## config.mk

```make
export PLATFORM = sky130hd
export DESIGN_NAME = updown_mod_counter_flat
export DESIGN_NICKNAME = d
export VERILOG_FILES = /design/src/rtl/updown_mod_counter_pkg.sv /design/src/rtl/updown_mod_counter_if.sv /design/src/rtl/updown_mod_counter_tick_prescaler.sv /design/src/rtl/updown_mod_counter.sv /design/src/flat_wrapper.sv
export SDC_FILE = /design/constraint.sdc
export NUM_CORES = 1
export LEC_CHECK = 0
export ABC_AREA = 1
export CAP_MARGIN = 0
export CORE_MARGIN = 1.5
export CORE_UTILIZATION = 58
export DETAILED_ROUTE_END_ITERATION = 10
export HOLD_SLACK_MARGIN = 0.08
export PLACE_DENSITY = 0.92
export RECOVER_POWER = 25
export SYNTH_ARGS = -nofsm -noshare
export SYNTH_HDL_FRONTEND = slang
export SYNTH_SLANG_ARGS = --single-unit
```

## constraint.sdc

```tcl
create_clock -name CLK -period 4.1 [get_ports CLK]
set_clock_uncertainty 0.05 [all_clocks]
set_input_delay 0.82 -clock CLK [delete_from_list [all_inputs] [get_ports CLK]]
set_output_delay 0.82 -clock CLK [all_outputs]
set_load 0.02 [all_outputs]
```

## src/rtl/updown_mod_counter_pkg.sv

```systemverilog
// counter_pkg: command and mode encodings shared by the counter and its control logic
package counter_pkg;
  localparam logic [1:0] CMD_UP   = 2'd0;
  localparam logic [1:0] CMD_DOWN = 2'd1;
  localparam logic [1:0] CMD_HOLD = 2'd2;
  localparam logic [1:0] CMD_CLR  = 2'd3;
  localparam logic MODE_WRAP = 1'b0;
  localparam logic MODE_SAT  = 1'b1;
endpackage

```

## src/rtl/updown_mod_counter_if.sv

```systemverilog
// updown_mod_counter_if: control inputs and count/flag outputs of the modulus counter
interface updown_mod_counter_if #(parameter int N = 8, parameter int L = 4);
  logic         en;
  logic [1:0]   s;
  logic         mode;
  logic [N-1:0] max;
  logic         load;
  logic [N-1:0] d;
  logic [N-1:0] q;
  logic [L-1:0] q_msb;
  logic         tc;
  logic         ovf;
  modport master(output en, s, mode, max, load, d, input q, q_msb, tc, ovf);
  modport slave(input en, s, mode, max, load, d, output q, q_msb, tc, ovf);
endinterface

```

## src/rtl/updown_mod_counter_tick_prescaler.sv

```systemverilog
// tick_prescaler: modulo-PRE phase counter that advances on enabled cycles only
module tick_prescaler #(parameter int PRE = 1) (
  input  logic CLK,
  input  logic RST,
  input  logic en,
  input  logic clr,
  output logic tick
);
  localparam int W = PRE > 1 ? $clog2(PRE) : 1;
  logic [W-1:0] cnt_q, cnt_d;
  // tick on the last phase; clr restarts so the next step lands PRE enabled edges later
  always_comb begin
    tick = cnt_q == W'(PRE - 1);
    cnt_d = clr ? '0 : !en ? cnt_q : tick ? '0 : cnt_q + W'(1);
  end
  // phase register
  always_ff @(posedge CLK or posedge RST)
    if (RST) cnt_q <= '0;
    else cnt_q <= cnt_d;
endmodule

```

## src/rtl/updown_mod_counter.sv

```systemverilog
// updown_mod_counter: up/down counter with programmable limit, wrap/saturate, load and flags
module updown_mod_counter
  import counter_pkg::*;
#(
  parameter int N   = 8,
  parameter int L   = 4,
  parameter int PRE = 1
) (
  input logic CLK,
  input logic RST,
  updown_mod_counter_if.slave bus
);
  logic [N-1:0] q_q, q_d, ld_val, step_val;
  logic [N:0]   inc;
  logic         tc_q, tc_d, ovf_q, ovf_d;
  logic         tick, clr, step, up, sat, up_bnd, dn_bnd, bnd;
  tick_prescaler #(.PRE(PRE)) u_pre (
    .CLK(CLK), .RST(RST), .en(bus.en), .clr(clr | bus.load), .tick(tick)
  );
  // next count and flags; clear beats load beats step, and the increment keeps its carry
  always_comb begin
    clr = bus.s == CMD_CLR;
    up = bus.s == CMD_UP;
    sat = bus.mode == MODE_SAT;
    step = bus.en & tick & ~bus.s[1];
    inc = {1'b0, q_q} + (N+1)'(1);
    up_bnd = inc > {1'b0, bus.max};
    dn_bnd = q_q == '0;
    bnd = step & (up ? up_bnd : dn_bnd);
    ld_val = bus.d > bus.max ? bus.max : bus.d;
    step_val = up ? (up_bnd ? (sat ? bus.max : '0) : inc[N-1:0])
             : dn_bnd ? (sat ? '0 : bus.max)
             : q_q > bus.max ? bus.max : q_q - N'(1);
    q_d = clr ? '0 : bus.load ? ld_val : step ? step_val : q_q;
    tc_d = ~clr & ~bus.load & bnd;
    ovf_d = ~clr & (ovf_q | (~bus.load & bnd));
  end
  // count and flag registers
  always_ff @(posedge CLK or posedge RST)
    if (RST) begin
      q_q <= '0;
      tc_q <= 1'b0;
      ovf_q <= 1'b0;
    end else begin
      q_q <= q_d;
      tc_q <= tc_d;
      ovf_q <= ovf_d;
    end
  assign bus.q = q_q;
  assign bus.q_msb = q_q[N-1:N-L];
  assign bus.tc = tc_q;
  assign bus.ovf = ovf_q;
endmodule

```

## src/flat_wrapper.sv

```systemverilog
// flat-port wrapper written by rule: the top's interface ports become plain ports
module updown_mod_counter_flat import counter_pkg::*;
#(
  parameter int N   = 8,
  parameter int L   = 4,
  parameter int PRE = 1
)
  (CLK, RST, bus_en, bus_s, bus_mode, bus_max, bus_load, bus_d, bus_q, bus_q_msb, bus_tc, bus_ovf);
  updown_mod_counter_if #(.N(N), .L(L)) bus_i ();
  input logic CLK;
  input logic RST;
  input wire logic [$bits(bus_i.en)-1:0] bus_en;
  input wire logic [$bits(bus_i.s)-1:0] bus_s;
  input wire logic [$bits(bus_i.mode)-1:0] bus_mode;
  input wire logic [$bits(bus_i.max)-1:0] bus_max;
  input wire logic [$bits(bus_i.load)-1:0] bus_load;
  input wire logic [$bits(bus_i.d)-1:0] bus_d;
  output wire logic [$bits(bus_i.q)-1:0] bus_q;
  output wire logic [$bits(bus_i.q_msb)-1:0] bus_q_msb;
  output wire logic [$bits(bus_i.tc)-1:0] bus_tc;
  output wire logic [$bits(bus_i.ovf)-1:0] bus_ovf;
  assign bus_i.en = bus_en;
  assign bus_i.s = bus_s;
  assign bus_i.mode = bus_mode;
  assign bus_i.max = bus_max;
  assign bus_i.load = bus_load;
  assign bus_i.d = bus_d;
  assign bus_q = bus_i.q;
  assign bus_q_msb = bus_i.q_msb;
  assign bus_tc = bus_i.tc;
  assign bus_ovf = bus_i.ovf;
  updown_mod_counter #(.N(N), .L(L), .PRE(PRE)) u_core (.CLK(CLK), .RST(RST), .bus(bus_i));
endmodule
```

* Word level (Yosys, flattened, before mapping)
Cells that the tools add are included.
Widths: inputs -> output; s select.
** Storage, ports and cells
- Flip-flop bits (word level) :: 11
- Logic and storage cells :: 42
- Output and inout bits :: 14
- Bits of input ports :: 23
** Operators by class
- Equal/unequal tests :: 1
- Bitwise logic cells :: 13
- Mux-type cells :: 14
- $lt $le $gt $ge :: 3
- $add $sub $neg :: 3
- Reduce and logical (&&, ||, !) cells :: 4
** Operators by type and width (number)
- $mux 8 :: 10
- $gt 8x8->1 :: 2
- $add 8x1->9 const B :: 1
- $gt 9x8->1 :: 1
- $logic_not 8->1 :: 1
- $sub 8x1->8 const B :: 1
- $and 1x1->1 :: 7
- $mux 1 :: 4
- $not 1->1 :: 4
- $reduce_bool 3->1 :: 1
- $eq 2x2->1 const B :: 1
- $logic_not 2->1 :: 1
- $or 1x1->1 :: 2
- $reduce_bool 2->1 :: 1
- $add 1x1->1 const B :: 1

* Logic depth before layout (Yosys ltp)
- Word-level depth :: 7
- Depth in mapped cells :: 19

* Hierarchy
From an unflattened synthesis, not the netlist that was laid out.
** Second synthesis, totals
- Cell total of the unflattened synthesis :: 323
- Area total of the unflattened synthesis :: 1926.8 um^2
** By module, submodules not included
- updown_mod_counter :: cells each 321, area an instance 1915.6 um^2, times used 1
- tick_prescaler :: cells each 2, area an instance 11.3 um^2, times used 1

* Least setup slack after synthesis
No wires, ideal clock.
- Kind :: reg2reg
- From :: register u_core.q_q[0], in the netlist u_core.bus.q[0]
- To :: register u_core.q_q[3], in the netlist u_core.bus.q[3]
- Data arrival time :: 2.322 ns
- Cell stages (with the launch flop) :: 19
- Slack :: 1.611 ns
- Setup time :: 0.117 ns
- Path through :: dfrtp_1 -> ha_1 -> nand3_2 -> nor2_1 -> xor2_1 -> inv_1 -> ha_1 -> nand2_1 -> nand2_1 -> nand2_1 -> nand2_1 -> nor2_1 -> nand2_4 -> nand2_4 -> nand2_1 -> nand3_1 -> nand3_1 -> nand2_1 -> nand2_1
** Between the ends
- Longest elaborated chain between the ends :: 7
** RTL lines
- from (decl) :: line updown_mod_counter.sv:13 : logic [N-1:0] q_q, q_d, ld_val, step_val;
- from (signal assigned) :: line updown_mod_counter.sv:45 : q_q <= q_d;
- $add 8x1->9 (tied with other cells) :: line updown_mod_counter.sv:26 : inc = {1'b0, q_q} + (N+1)'(1);
- $gt 9x8->1 or $mux 8 (tied branches) :: line updown_mod_counter.sv:27, updown_mod_counter.sv:33
- $mux 8 (on tied branches) :: line updown_mod_counter.sv:31, updown_mod_counter.sv:32
- $mux 8 (*) :: line updown_mod_counter.sv:31 : step_val = up ? (up_bnd ? (sat ? bus.max : '0) : inc[N-1:0])
- $mux 8 (*) (3 in series) :: line updown_mod_counter.sv:34 : q_d = clr ? '0 : bus.load ? ld_val : step ? step_val : q_q;
Every way passes the cells marked *; elsewhere a longest branch is shown, timed or not. The select of a mux whose other input is x is not followed.
A chain may end at the register's enable or synchronous reset.

* Worst setup path after layout
- From :: input port bus_max[7]
- To :: register u_core.q_q[0], in the netlist u_core.bus.q[0]
** Between the ends
- Longest elaborated chain between the ends :: 7
** RTL lines
- from (decl) :: line flat_wrapper.sv:15 : input wire logic [$bits(bus_i.max)-1:0] bus_max;
- $gt 8x8->1 :: line updown_mod_counter.sv:33 : : q_q > bus.max ? bus.max : q_q - N'(1);
- $mux 8 :: line updown_mod_counter.sv:33
- $mux 8 :: line updown_mod_counter.sv:32 : : dn_bnd ? (sat ? '0 : bus.max)
- $mux 8 :: line updown_mod_counter.sv:31
- $mux 8 :: line updown_mod_counter.sv:34
- $mux 8 (*) (2 in series) :: line updown_mod_counter.sv:34
Marked as above.

==> reports/metrics.csv <==
stage,metric,value,unit
critical_path,r2r startpoint,u_core.bus.q[0]$_DFFE_PP0P_,
detailed_routing,vias per cell,5.47,
power_and_ir_drop,Power Density,333,mW/mm²
detailed_routing,WL final,5970,µm
status,status,"finished, final reports clean",
clock_network,setup bufs post-CTS,0,
clock_network,Clock Tree Root,clkbuf_4,
power_and_ir_drop,combinational share of power,67.6,%
detailed_routing,Routed Antenna Nets,0,
cells_and_area,# diodes,0,
grt,largest net degree at the start of global routing,17,
worst_hold_path,Hold Path Cell Cnt,2,
die,I/O pins,37,
power_and_ir_drop,NetSw,0.417,mW
placement,placed cell area,0.00235,mm²
power_and_ir_drop,worst vdd ir,0.276,mV
cells_and_area,layout cells sized above 1,5.52,%
placement,IO buf count,36,
die,Chip Height,61.7,µm
placement,cell count after placement,404,
cells_and_area,final core utilization,72.2,%
detailed_routing,Vias,2232,
synth,Synth Warn #,0,
clock_network,Skew-Pair Late Insertion Delay,0.28,ns
clock_network,CTS Buf Count,3,
die,Die Area,0.00380,mm²
power_and_ir_drop,clock network power share,11.7,%
clock_network,Clock H-tree levels,1,
timing,"Worst Setup Slack, final",1.09,ns
timing,Hold WS,0.435,ns
placement,pre-CTS setup slack,0.850,ns
critical_path,worst-path fanout max,16,
power_and_ir_drop,internal power,0.378,mW
grt,gr usage total,33.6,%
cells_and_area,Nets,413,
synth,Synth Register Bits,10,
power_and_ir_drop,part of the power in registers,20.7,%
clock_network,post-CTS sizing,0,
worst_hold_path,hold endpoint,u_core.bus.ovf$_DFF_PP0_,
clock_network,Clock Pin Slew Worst Setup and Hold Paths,0.07,ns
synth,syn nets,382,
timing,Final Cycle Share,73.4,%
synth,Mapped Area,0.00200,mm²
timing,fin crit period,3.01,ns
grt,vias in the first global route,2028,
timing,unrepaired setup endpoints after global routing,no,
clock_network,CTS tree,built,
synth,"Avg Cell Area, Syn",6.01,µm²
critical_path,worst-case reg-to-reg path depth,18,
worst_hold_path,Worst Hold Launch,u_core.bus.ovf$_DFF_PP0_,
critical_path,worst reg2reg setup slack,1.14,ns
critical_path,Setup CP Type,primary input to register,
die,Core Footprint,0.00331,mm²
critical_path,Worst Path Arrival,3.14,ns
power_and_ir_drop,Lkg Pwr,1.28,nW
clock_network,cts hold-fix bufs,0,
timing,Final setup viols,0,
grt,global-route wire length before repair,9270,µm
synth,number of library cell types mapped by synthesis,35,
worst_hold_path,Hold Path Class,register to register,
placement,DP Wirelength,4780,µm
grt,gr ovfl total,0,
grt,initial antenna violation count,0,
cells_and_area,Area Overhead vs Synth,19.7,%
timing,actual slew at the worst max-slew pin,0.599,ns
clock_network,CTS sink cnt,10,
detailed_routing,Routed WL per cell,14.6,µm
critical_path,critical path endpoint category,register,
critical_path,Critical Path RT,4.23,ns
cells_and_area,"Design Area, Final",0.00239,mm²
clock_network,Clock Path Buffers,2,
die,die span in x,61.7,µm
cells_and_area,"commonest cells after routing, fill and taps aside","nand2_1, inv_1, nand3_1",
cells_and_area,Non-Filler Instances,408,
critical_path,reg-to-reg endpoint,u_core.bus.q[5]$_DFFE_PP0P_,
die,starting density of the core,60.3,%
synth,Synth Instances,332,
detailed_routing,1st-pass router iterations,9,
timing,Final Hold Fails,0,
detailed_routing,Initial DRC Count,111,
job,Max Cap Viol,0,
die,Std-Cell Rows,21,
power_and_ir_drop,switching share of power,52.5,%
timing,Highest Clock Rate,332,MHz
placement,Placer Congestion,1.02,
power_and_ir_drop,total power,0.796,mW
critical_path,Setup crit start kind,primary input,
cells_and_area,"commonest non-fill, non-tap cell in the layout",nand2_1,
timing,setup total negative slack,0,ns
synth,"Seq/Total Area, Yosys",12.5,%
detailed_routing,final routed DRC violation total,0,
timing,Slew HR,60.0,%
timing,"Slew Viols, Final",0,
final cells by class:
type,instances,area [µm²]
sequential,10,250
clock buffer,4,36.3
tap,46,57.6
multi-input combinational,268,1520
inverter,43,161
timing repair buffer,37,368
fill,322,920
how the worst max path moves through the flow:
stage	start	to	slack [ns]	cells after the start
final	bus_max[7]	u_core.bus.q[0]$_DFFE_PP0P_	1.09	12
after global routing	bus_max[7]	u_core.bus.q[4]$_DFFE_PP0P_	0.90	12
after CTS	bus_max[7]	u_core.bus.q[5]$_DFFE_PP0P_	1.14	12
after detailed placement	bus_max[7]	u_core.bus.q[2]$_DFFE_PP0P_	0.85	12
after global placement	bus_max[7]	u_core.bus.q[2]$_DFFE_PP0P_	0.92	12
after floorplan	u_core.bus.q[0]$_DFFE_PP0P_	u_core.bus.q[3]$_DFFE_PP0P_	1.61	18
worst max-delay path: stages:
cell and delay (ns):
clkdlybuf4s50_1 0.55, inv_1 0.13, ha_1 0.32, nand2_1 0.07
nor2_1 0.13, nand4_1 0.44, nand3_1 0.24, nand2_1 0.07
nor2_1 0.15, nor2_1 0.07, nand2_1 0.09, nand2_1 0.05
cells by family after synthesis:
logic type | after synthesis | synth area share (%)
compound gates | 32 | 10.1
xor+xnor | 8 | 3.51
fa+ha+maj | 27 | 16.9
buf+inv | 54 | 11.5
flops | 10 | 12.5
simple gates | 201 | 45.5
power by group through the flow:
stage          Combinational [mW]  Clock (mW)  Sequential [mW]
5_1_grt                     0.602      0.0997            0.165
2_1_floorplan               0.367           0            0.163
4_1_cts                     0.533      0.0934            0.162
6_report                    0.538      0.0930            0.164
3_5_place_dp                0.529           0            0.164
3_3_place_gp                0.520           0            0.164
flip-flops by register name (all words and copies together), names as in the netlist:
name            count
u_core.bus.ovf      1
u_core.bus.tc       1
u_core.bus.q        8
cells in the mapped netlist, drive strengths merged:
cell type  number  area (µm²)
dfrtp          10         250
nand4           5        31.3
nand3b          3        22.5
ha             27         338
a21o            1        7.51
o21a            1        7.51
inv            43         161
a21boi          7        52.6
o21ai           7        42.5
nand3          39         213
a21oi           8        40.0
a31oi           7        43.8
nor3            4        41.3
nor2           35         141
nand2         113         447
o31ai           1        7.51
and3            1        6.26
xor2            8        70.1
clkbuf          3        11.3
buf             8        56.3
or2             1        6.26
metal layers:
layer  global-route usage (%)  part of all wire, %  vias up
met2                     58.8                   49       95
met1                     41.4                   41      991
met3                     7.77                  7.5       14
li1                         -                    -     1132
met4                     8.51                  2.2        0
met5                        0                    0        -
(Power assumes the default switching activity.)
